`src/rtl/imem_line_responder_pkg.sv`:
```
// Shared types and geometry for the imem line responder.
// Line/beat/group sizes, FSM state enum, line buffer struct.
package imem_line_responder_pkg;

  localparam int INSTR_FETCH_NUM = 4;
  localparam int GW         = 32 * INSTR_FETCH_NUM;
  localparam int LINE_WIDTH = 256;
  localparam int BMEM_WIDTH = 64;
  localparam int LINE_BEATS = LINE_WIDTH / BMEM_WIDTH;
  localparam int LOB        = $clog2(LINE_WIDTH / 8);
  localparam int GOB        = $clog2(GW / 8);
  localparam int NGROUPS    = LINE_WIDTH / GW;
  localparam int GSW        = $clog2(NGROUPS);
  localparam int BCW        = $clog2(LINE_BEATS);
  localparam int TAGW       = 32 - LOB;

  typedef enum logic [1:0] {
    IDLE = 2'd0,
    REQ  = 2'd1,
    FILL = 2'd2
  } imem_resp_state_t;

  typedef struct packed {
    logic                  valid;
    logic [TAGW-1:0]       tag;
    logic [LINE_WIDTH-1:0] data;
  } line_buf_t;

  function automatic logic [GW-1:0] group_sel(
    input logic [LINE_WIDTH-1:0] line,
    input logic [GSW-1:0]        g
  );
    return line[g*GW +: GW];
  endfunction

endpackage

```
`src/rtl/imem_line_responder_if.sv`:
```
// Fetch-side and bmem-side signal bundle of the line responder.
// slave: responder view; master: fetch stage + backing memory view.
interface imem_line_responder_if;
  import imem_line_responder_pkg::*;

  logic [31:0]           imem_addr;
  logic [3:0]            imem_rmask;
  logic                  imem_resp;
  logic [GW-1:0]         imem_rdata;
  logic [31:0]           bmem_addr;
  logic                  bmem_read;
  logic                  bmem_ready;
  logic [31:0]           bmem_raddr;
  logic [BMEM_WIDTH-1:0] bmem_rdata;
  logic                  bmem_rvalid;

  modport slave (
    input  imem_addr, imem_rmask,
    input  bmem_ready, bmem_raddr,
    input  bmem_rdata, bmem_rvalid,
    output imem_resp, imem_rdata,
    output bmem_addr, bmem_read
  );

  modport master (
    output imem_addr, imem_rmask,
    output bmem_ready, bmem_raddr,
    output bmem_rdata, bmem_rvalid,
    input  imem_resp, imem_rdata,
    input  bmem_addr, bmem_read
  );

endinterface

```
`src/rtl/imem_line_responder.sv`:
```
// One-line instruction buffer: hits return a fetch group per cycle,
// misses burst-refill the line from bmem. Ports: clk, rst (async low), bus.
module imem_line_responder
  import imem_line_responder_pkg::*;
(
  input logic             clk,
  input logic             rst,
  imem_line_responder_if.slave bus
);

  localparam logic [BCW-1:0] LAST = BCW'(LINE_BEATS - 1);

  imem_resp_state_t r_state;
  line_buf_t        r_line;
  logic [31:GOB]    r_req;
  logic [BCW-1:0]   r_cnt;
  logic             r_resp;
  logic [GW-1:0]    r_rdata;
  logic             r_bread;
  logic [31:0]      r_baddr;

  logic                  w_req;
  logic                  w_hit;
  logic                  w_beat;
  logic [LINE_WIDTH-1:0] w_fill;

  assign w_req = |bus.imem_rmask;
  assign w_hit = r_line.valid &&
    (bus.imem_addr[31:LOB] == r_line.tag);
  // raddr match filters stale bursts issued before a reset
  assign w_beat = bus.bmem_rvalid &&
    (bus.bmem_raddr == r_baddr);

  // line as it looks with the current beat merged in
  always_comb begin
    w_fill = r_line.data;
    w_fill[r_cnt*BMEM_WIDTH +: BMEM_WIDTH] =
      bus.bmem_rdata;
  end

  always_ff @(posedge clk or negedge rst) begin
    if (!rst) begin
      r_state <= IDLE;
      r_line  <= '0;
      r_req   <= '0;
      r_cnt   <= '0;
      r_resp  <= 1'b0;
      r_rdata <= '0;
      r_bread <= 1'b0;
      r_baddr <= '0;
    end else begin
      unique case (r_state)
        IDLE: begin
          r_resp <= 1'b0;
          if (w_req) begin
            r_req <= bus.imem_addr[31:GOB];
            if (w_hit) begin
              r_resp  <= 1'b1;
              r_rdata <= group_sel(r_line.data,
                bus.imem_addr[LOB-1:GOB]);
            end else begin
              r_state <= REQ;
              r_bread <= 1'b1;
              r_baddr <= {bus.imem_addr[31:LOB],
                {LOB{1'b0}}};
            end
          end
        end
        REQ: begin
          if (bus.bmem_ready) begin
            r_bread      <= 1'b0;
            r_state      <= FILL;
            r_cnt        <= '0;
            r_line.valid <= 1'b0;
          end
        end
        FILL: begin
          if (w_beat) begin
            r_line.data <= w_fill;
            r_cnt       <= r_cnt + 1'b1;
            if (r_cnt == LAST) begin
              r_line.tag   <= r_req[31:LOB];
              r_line.valid <= 1'b1;
              r_rdata <= group_sel(w_fill,
                r_req[LOB-1:GOB]);
              r_resp  <= 1'b1;
              r_state <= IDLE;
            end
          end
        end
        default: r_state <= IDLE;
      endcase
    end
  end

  assign bus.imem_resp  = r_resp;
  assign bus.imem_rdata = r_rdata;
  assign bus.bmem_read  = r_bread;
  assign bus.bmem_addr  = r_baddr;

endmodule
```
`src/flat_wrapper.sv`:
```
// flat-port wrapper written by rule: the top's interface ports become plain ports
module imem_line_responder_flat import imem_line_responder_pkg::*;
  (clk, rst, bus_imem_addr, bus_imem_rmask, bus_bmem_ready, bus_bmem_raddr, bus_bmem_rdata, bus_bmem_rvalid, bus_imem_resp, bus_imem_rdata, bus_bmem_addr, bus_bmem_read);
  imem_line_responder_if bus_i ();
  input logic clk;
  input logic rst;
  input wire logic [$bits(bus_i.imem_addr)-1:0] bus_imem_addr;
  input wire logic [$bits(bus_i.imem_rmask)-1:0] bus_imem_rmask;
  input wire logic [$bits(bus_i.bmem_ready)-1:0] bus_bmem_ready;
  input wire logic [$bits(bus_i.bmem_raddr)-1:0] bus_bmem_raddr;
  input wire logic [$bits(bus_i.bmem_rdata)-1:0] bus_bmem_rdata;
  input wire logic [$bits(bus_i.bmem_rvalid)-1:0] bus_bmem_rvalid;
  output wire logic [$bits(bus_i.imem_resp)-1:0] bus_imem_resp;
  output wire logic [$bits(bus_i.imem_rdata)-1:0] bus_imem_rdata;
  output wire logic [$bits(bus_i.bmem_addr)-1:0] bus_bmem_addr;
  output wire logic [$bits(bus_i.bmem_read)-1:0] bus_bmem_read;
  assign bus_i.imem_addr = bus_imem_addr;
  assign bus_i.imem_rmask = bus_imem_rmask;
  assign bus_i.bmem_ready = bus_bmem_ready;
  assign bus_i.bmem_raddr = bus_bmem_raddr;
  assign bus_i.bmem_rdata = bus_bmem_rdata;
  assign bus_i.bmem_rvalid = bus_bmem_rvalid;
  assign bus_imem_resp = bus_i.imem_resp;
  assign bus_imem_rdata = bus_i.imem_rdata;
  assign bus_bmem_addr = bus_i.bmem_addr;
  assign bus_bmem_read = bus_i.bmem_read;
  imem_line_responder u_core (.clk(clk), .rst(rst), .bus(bus_i));
endmodule
```
`config.mk`:
```
export PLATFORM = sky130hd
export DESIGN_NAME = imem_line_responder_flat
export DESIGN_NICKNAME = d
export VERILOG_FILES = /design/src/rtl/imem_line_responder_pkg.sv /design/src/rtl/imem_line_responder_if.sv /design/src/rtl/imem_line_responder.sv /design/src/flat_wrapper.sv
export SDC_FILE = /design/constraint.sdc
export NUM_CORES = 1
export LEC_CHECK = 0
export ABC_AREA = 1
export CAP_MARGIN = 20
export CORE_MARGIN = 2
export CORE_UTILIZATION = 40
export CTS_CLUSTER_DIAMETER = 120
export CTS_CLUSTER_SIZE = 24
export DETAILED_ROUTE_END_ITERATION = 16
export DONT_BUFFER_PORTS = 1
export GPL_TIMING_DRIVEN = 0
export PLACE_DENSITY = 0.6
export SKIP_CTS_REPAIR_TIMING = 1
export SYNTH_ARGS = -nofsm -noshare
export SYNTH_HDL_FRONTEND = slang
export SYNTH_SLANG_ARGS = --single-unit
```
`constraint.sdc`:
```
create_clock -name clk -period 2.45 [get_ports clk]
set_clock_uncertainty 0.15 [all_clocks]
set_input_delay 0.49 -clock clk [delete_from_list [all_inputs] [get_ports clk]]
set_output_delay 0.49 -clock clk [all_outputs]
set_load 0.02 [all_outputs]
```
==> results of run 1 <==
## through the flow
stage                     setup TNS [ps]  setup WS (ps)  instance area, um^2
after CTS                        -177670         -993.2                27790
after global placement           -173250          -1016                27190
final                             -176.8         -48.33                29740
after floorplan                        0          269.5                26120
after global routing               -8460         -112.3                29740
after detailed placement         -176380          -1050                27200
## per-layer routing
layer  share of wire  global-route usage  routed length [um]
met5         0.00013                   0                  13
met4           0.051              0.1102                5028
met3           0.090             0.05643                8914
met2            0.45              0.4396               44900
met1            0.40              0.3723               39910
## placed cells by master (no fill, tap or decap), drive strengths merged, types with 56 or more instances in the layout
master  instances
nand2         801
nand4         136
inv           347
nor3           56
nor2          300
buf           141
o22ai         181
clkbuf        194
a21oi         322
o21ai         355
dfrtp         473
o211ai        118
## power breakdown
part,internal (uW),switching (uW),total [uW]
combinational,3830,7320,11100
clock,1710,2690,4400
sequential,9430,2960,12400
## cell type report
| type | instances | area, um^2 |
|---|---|---|
| Fill cell | 6554 | 34730 |
| Multi-Input combinational cell | 2339 | 12380 |
| Sequential cell | 473 | 11870 |
| Buffer | 280 | 1823 |
| Inverter | 350 | 1321 |
| Tap cell | 855 | 1070 |
| Timing Repair Buffer | 54 | 678.2 |
| Clock buffer | 25 | 583.1 |
| Clock inverter | 1 | 7.507 |
| Antenna cell | 3 | 7.507 |
## cells in the mapped netlist (all sizes together)
cell     instances
inv            349
nand4          136
or2              3
and3             1
nand3           19
o211ai         118
o2111ai          1
o31ai            1
nand3b           1
buf            123
a21oi          322
dfrtp          473
xor2             5
conb             1
ha               6
nand2          801
nor2           300
clkinv           1
xnor2           17
o22ai          181
a22oi           11
clkbuf         158
o21ai          355
nor3            56
## worst max-delay path: stages (launching register included)
cell and delay [ps]:
dfrtp_1 410, inv_1 110, nor2_4 60, buf_12 140
buf_4 130, inv_2 260, clkbuf_1 480, o211ai_1 170
nand2_1 100, nand4_1 230, nand2_1 150
## state kept, by name (all words and copies together), names as in the netlist
name	cells
u_core.bus.bmem_addr	27
u_core.bus.bmem_read	1
u_core.r_req	28
u_core.r_line	284
u_core.bus.imem_rdata	128
u_core.r_state	2
u_core.bus.imem_resp	1
u_core.r_cnt	2
## worst max-delay path by stage
| stage | slack [ps] | end | cells after the start | from |
|---|---|---|---|---|
| 4_1_cts | -990 | u_core.bus.imem_rdata[23] | 11 | u_core.r_cnt[0] |
| 5_1_grt | -110 | u_core.bus.imem_rdata[115] | 11 | u_core.r_cnt[0] |
| 6_report | -50 | u_core.bus.imem_rdata[116] | 10 | u_core.r_state[1] |
| 2_1_floorplan | 270 | u_core.bus.imem_rdata[57] | 11 | u_core.r_cnt[0] |
| 3_3_place_gp | -1020 | u_core.bus.imem_rdata[111] | 9 | bus_imem_addr[4] |
| 3_5_place_dp | -1050 | u_core.bus.imem_rdata[111] | 9 | bus_imem_addr[4] |
## kinds of logic (layout without fill, tap and decap cells)
family | count (synthesis) | in the layout | synth area share
AND/OR/NAND/NOR | 1317 | 1317 | 0.2075
flip-flops | 473 | 473 | 0.4535
buffers and inverters | 631 | 710 | 0.1034
other | 1 | 8 | 0.0001437
AO/OA/AOI/OAI | 989 | 989 | 0.2253
adder cells (fa/ha/maj) | 6 | 6 | 0.002876
XOR/XNOR | 22 | 22 | 0.007382
==> metrics.csv, run 1 <==
stage,metric,value,unit
outcome,status,"finished, violations left",
outcome,violations,"hold timing, slew limit, setup timing",
detailed_routing,drc,0,
place,port_buffers,0,
logic_synthesis,synth_seq_cells,473,
floorplan,die_x,259.4,um
grt,grt_max_degree,474,
place,dp_hpwl,66750,um
detailed_routing,post_drt_wl_per_cell,22.55,um
setup_path,cp.arrival,2860,ps
floorplan,io_pins,298,
grt,grt_use_total,0.2776,
sta,setup_viol,14,
sta,max_clock_freq,400.3,MHz
sta,hold_viol,479,
sta,maxSlewViolCount,322,
setup_path,rr_endpoint,u_core.bus.imem_rdata[116],
clock_network,cts_tree,yes,
setup_path,critPathRequiredTime,2810,ps
detailed_routing,dr.first_iter.drc_count,2639,
grt,grt_pass1_vias,23410,
setup_path,ff2ff_setup_slack,-50,ps
setup_path,r2r_start,u_core.r_state[1],
detailed_routing,routed_wl,98770,um
clock_network,clkSinkCount,473,
grt,antenna_found_initial,5,
detailed_routing,via_count,25140,
clock_network,cts_root_buf,clkbuf_16,
place,place_congestion,0.9046,
sta,min_period_over_period,1.020,
run,drv_cap,0,
setup_path,path_class,reg -> reg,
logic_synthesis,yosys_warnings,0,
floorplan,die_h,259.4,um
setup_path,critPathCaptureType,flip-flop,
floorplan,die_area,0.06731,mm^2
sta,holdWs,-545.9,ps
logic_synthesis,netlist_instances,3439,
floorplan,num_rows,93,
logic_synthesis,netlist_area,0.02610,mm^2
logic_synthesis,yosys.area.top_type,dfrtp_1,
sta,rsz0062_at_grt,true,
grt,grt-ovfl-total,0,
sta,worst_slack,-48.33,ps
finish,drive_gt1_frac,0.1556,
logic_synthesis,synth_top_area_frac,0.4535,
detailed_routing,firstDrtPassIters,6,
logic_synthesis,seq_area_frac_synth,0.4535,
finish,num-nets-final,3663,
logic_synthesis,ys_types,36,
clock_network,clkLatencyLatePin,600,ps
sta,tightest_slew,2408,ps
logic_synthesis,syn_avg_cell_area,7.590,um^2
power,ir_drop,558.8,uV
setup_path,cp_max_fo,10,
finish,fin_cells,4380,
detailed_routing,ant_nets,0,
power,power.density,939.1,mW/mm^2
floorplan,start_util,0.4049,
detailed_routing,via_per_inst,5.739,
sta,period_minus_slack,2498,ps
power,power,27930,uW
min_path,hp-class,in -> async,
floorplan,core-area,0.06446,mm^2
grt,grt_pass1_wl,144400,um
setup_path,reg2reg_depth,10,
finish,final_core_util,0.4613,
clock_network,cts_buffers,23,
clock_network,ctsHtreeMaxLevel,1,
finish,areaGrowthSynthToFinish,13.94,%
power,p_leak,0.01374,uW
logic_synthesis,netlist_top_cells_area,"dfrtp_1, nand2_1, o21ai_0",
clock_network,clk_pin_slew_worst_paths,100,ps
sta,relSlewSlack,-0.6051,
setup_path,startpoint_type,flip-flop,
clock_network,clk_path_buf_depth,3,
place,placed_cells,4299,
Power figures use the tool's default switching activity.
==> inputs of run 2 (changes only) <==
--- a/config.mk
+++ b/config.mk
@@ -8,13 +8,13 @@
 export ABC_AREA = 1
 export CAP_MARGIN = 20
 export CORE_MARGIN = 2
-export CORE_UTILIZATION = 40
+export CORE_UTILIZATION = 34
 export CTS_CLUSTER_DIAMETER = 120
 export CTS_CLUSTER_SIZE = 24
 export DETAILED_ROUTE_END_ITERATION = 16
 export DONT_BUFFER_PORTS = 1
 export GPL_TIMING_DRIVEN = 0
-export PLACE_DENSITY = 0.6
+export PLACE_DENSITY = 0.54
 export SKIP_CTS_REPAIR_TIMING = 1
 export SYNTH_ARGS = -nofsm -noshare
 export SYNTH_HDL_FRONTEND = slang
==> run 2 against run 1 <==
Net effect:
- the run ends with hold timing, setup timing left
- register-to-register slack got worse by 20 ps
- die area increased by 17%
- first-iteration DRC count decreased by 13%
- critical path depth increased by 3
- final cell count increased by 4.1%
- sequential share of layout area decreased by 0.13 points
- combinational power about the same
==> metrics.csv, run 2 (same netlist as run 1, synthesis figures left out) <==
stage,metric,value,unit,change
clock_network,clk_path_buf_depth,3,,unchanged
power,swShare,0.4657,,was 0.4643
sta,min_period_over_period,1.030,,was 1.020
setup_path,cp.arrival,2920,ps,was 2860 ps
finish,layout.cells.most_common,nand2_1,,unchanged
clock_network,ctsHtreeMaxLevel,1,,unchanged
finish,diodes,0,,was 3
power,sequentialPowerShare,0.438,,was 0.444
setup_path,startpoint_type,flip-flop,,unchanged
floorplan,num_rows,101,,was 93
setup_path,crit_family,simple AND/OR/NAND/NOR gates,,was buffers and inverters
clock_network,clkLatencyLatePin,620,ps,was 600 ps
setup_path,reg2reg_depth,13,,was 10
grt,grt_use_total,0.2474,,was 0.2776
detailed_routing,via_per_inst,5.441,,was 5.739
setup_path,cp_max_fo,10,,unchanged
floorplan,io_pins,298,,unchanged
place,placed_cell_area,0.02742,mm^2,was 0.02720 mm^2
grt,top_usage_layer,met2,,unchanged
outcome,status,"finished, violations left",,unchanged
floorplan,die_area,0.07900,mm^2,was 0.06731 mm^2
finish,drive_gt1_frac,0.1412,,was 0.1556
floorplan,core-area,0.07595,mm^2,was 0.06446 mm^2
place,place_congestion,0.8804,,was 0.9046
floorplan,die_h,281.1,um,was 259.4 um
sta,max_clock_freq,396.4,MHz,was 400.3 MHz
power,power.density,954.3,mW/mm^2,was 939.1 mW/mm^2
setup_path,critPathCaptureType,flip-flop,,unchanged
finish,largest_register_ffs,284,,unchanged
setup_path,path_depth,13,,was 10
place,place_worst_setup_slack,-1040,ps,was -1050 ps
detailed_routing,dr.first_iter.drc_count,2305,,"was 2,639"
setup_path,cp_num_buf_inv,4,,was 5
finish,seq_area,0.01185,mm^2,was 0.01187 mm^2
sta,tightest_slew,1047,ps,was 2408 ps
setup_path,slowest_delay,480,ps,about the same
finish,stdcell_area,0.02980,mm^2,was 0.02974 mm^2
power,p_int,15200,uW,"was 14,960 uW"
grt,globalRouteMet3Util,0.05478,,was 0.05643
setup_path,r2r_start,u_core.bus.bmem_addr[28],,was u_core.r_state[1]
finish,multi_input_area,0.01214,mm^2,was 0.01238 mm^2
detailed_routing,firstDrtPassIters,6,,unchanged
power,p_leak,0.01379,uW,was 0.01374 uW
clock_network,cts_tree,yes,,unchanged
setup_path,crit_chain,nand2_1 > nand2_1 > nor3_1 > nand2_2 > nor2_4 > nand3_2 > nand2_4 > buf_12 > buf_12 > clkbuf_16 > buf_8 > nand4_1 > nand2_1,,was inv_1 > nor2_4 > buf_12 > buf_4 > inv_2 > clkbuf_1 > o211ai_1 > nand2_1 > nand4_1 > nand2_1
power,power_switching,13240,uW,"was 12,970 uW"
grt,grt_util_met2,0.3965,,was 0.4396
place,port_buffers,0,,unchanged
place,dp_hpwl,70690,um,"was 66,750 um"
clock_network,clk_pin_slew_worst_paths,100,ps,about the same
setup_path,crit_top_cell,nand2_1,,unchanged
sta,setup_viol,88,,was 14
detailed_routing,post_drt_wl_per_cell,22.37,um,was 22.55 um
finish,fin_cells,4558,,"was 4,380"
place,placed_cells,4474,,"was 4,299"
floorplan,die_x,281.1,um,was 259.4 um
sta,rsz0062_at_grt,true,,unchanged
grt,antenna_found_initial,2,,was 5
detailed_routing,drc,0,,unchanged
sta,relSlewSlack,0.3018,,was -0.6051
finish,top_register,u_core.r_line,,unchanged
detailed_routing,ant_nets,0,,unchanged
floorplan,start_util,0.3437,,was 0.4049
grt,grt_pass1_wl,149300,um,"was 144,400 um"
outcome,violations,"hold timing, setup timing",,"was hold timing, slew limit, setup timing"
clock_network,cts_buffers,24,,was 23
detailed_routing,via_count,24800,,"was 25,140"
setup_path,critPathRequiredTime,2840,ps,was 2810 ps
grt,met1_usage,0.3261,,was 0.3723
setup_path,crit_path_end,u_core.bus.imem_rdata[86],,was u_core.bus.imem_rdata[116]
setup_path,ff2ff_setup_slack,-70,ps,was -50 ps
power,ir_drop,479.2,uV,was 558.8 uV
sta,period_minus_slack,2523,ps,was 2498 ps
setup_path,rr_endpoint,u_core.bus.imem_rdata[86],,was u_core.bus.imem_rdata[116]
clock_network,clkSinkCount,473,,unchanged
finish,num-nets-final,3664,,"was 3,663"
grt,grt-ovfl-total,0,,unchanged
sta,maxSlewViolCount,0,,was 322
run,drv_cap,0,,unchanged
sta,holdWs,-546.3,ps,was -545.9 ps
finish,nFillCells,7952,,"was 6,554"
grt,grt_pass1_vias,23310,,"was 23,410"
power,pwr-share-comb,0.392,,was 0.399
power,p_clk_frac,0.170,,was 0.157
finish,final_core_util,0.3924,,was 0.4613
clock_network,cts_root_buf,clkbuf_16,,unchanged
setup_path,cp-startpoint,u_core.bus.bmem_addr[28],,was u_core.r_state[1]
setup_path,cpMaxStageDelayCell,dfrtp_2,,was clkbuf_1
sta,worst_slack,-72.73,ps,was -48.33 ps
setup_path,path_class,reg -> reg,,unchanged
grt,grt_max_degree,474,,unchanged
sta,hold_viol,473,,was 479
finish,areaGrowthSynthToFinish,14.17,%,was 13.94%
detailed_routing,routed_wl,102000,um,"was 98,770 um"
finish,most-common-layout-cells,"nand2_1, dfrtp_1, inv_1, o21ai_0, nor2_1",,"was nand2_1, dfrtp_1, inv_1, nor2_1, o21ai_0"
min_path,hp-class,in -> async,,unchanged
[run 2: cell count changes in the layout (fill, tap and decap cells not counted), moves of 13 or more]
cell / previous run / this run
o22ai_1: 101 / 146
o22ai_2: 80 / 35
o21ai_1: 76 / 59
o21ai_0: 278 / 294
nand2_1: 767 / 754
[run 2: per-stage QoR]
step           setup TNS (ps)  power, uW
2_1_floorplan               0      18280
3_3_place_gp          -232870      22060
3_5_place_dp          -240610      22200
4_1_cts               -242920      27060
5_1_grt                -23320      30210
6_report                -2126      28440
[run 2: final cells by class]
| type | instances | share of cell area |
|---|---|---|
| clock inverter | 5 | 0.002057 |
| clock buffer | 27 | 0.02158 |
| buffer | 280 | 0.06319 |
| sequential | 473 | 0.3977 |
| tap | 1030 | 0.04324 |
| timing repair buffer | 53 | 0.02074 |
| inverter | 350 | 0.04425 |
| multi-input combinational | 2340 | 0.4072 |
[run 2: power by group through the flow]
stage	Sequential (uW)	Combinational, uW	Clock (uW)
after global placement	12600	9500	0
after global routing	12700	12300	5220
after CTS	12400	9690	4950
after detailed placement	12600	9630	0
final	12500	11100	4840
after floorplan	11900	6350	0
[run 2: worst min path at each step]
stage | start | end | slack, ps | cells past startpoint
floorplan | rst | u_core.bus.bmem_addr[10] | 40 | 0
global placement | rst | u_core.bus.imem_rdata[9] | 90 | 0
detailed placement | rst | u_core.bus.imem_rdata[9] | 90 | 0
CTS | rst | u_core.bus.imem_rdata[9] | -570 | 0
global route | rst | u_core.bus.imem_rdata[9] | -570 | 0
finish | rst | u_core.bus.imem_rdata[9] | -550 | 0
[run 2: per-layer routing]
| metal | vias up | share of wire | wire (um) |
|---|---|---|---|
| met5 | - | 0.00013 | 13 |
| met4 | 2 | 0.041 | 4175 |
| met3 | 181 | 0.083 | 8488 |
| met2 | 993 | 0.46 | 46920 |
| met1 | 11970 | 0.42 | 42360 |
| li1 | 11660 | - | - |
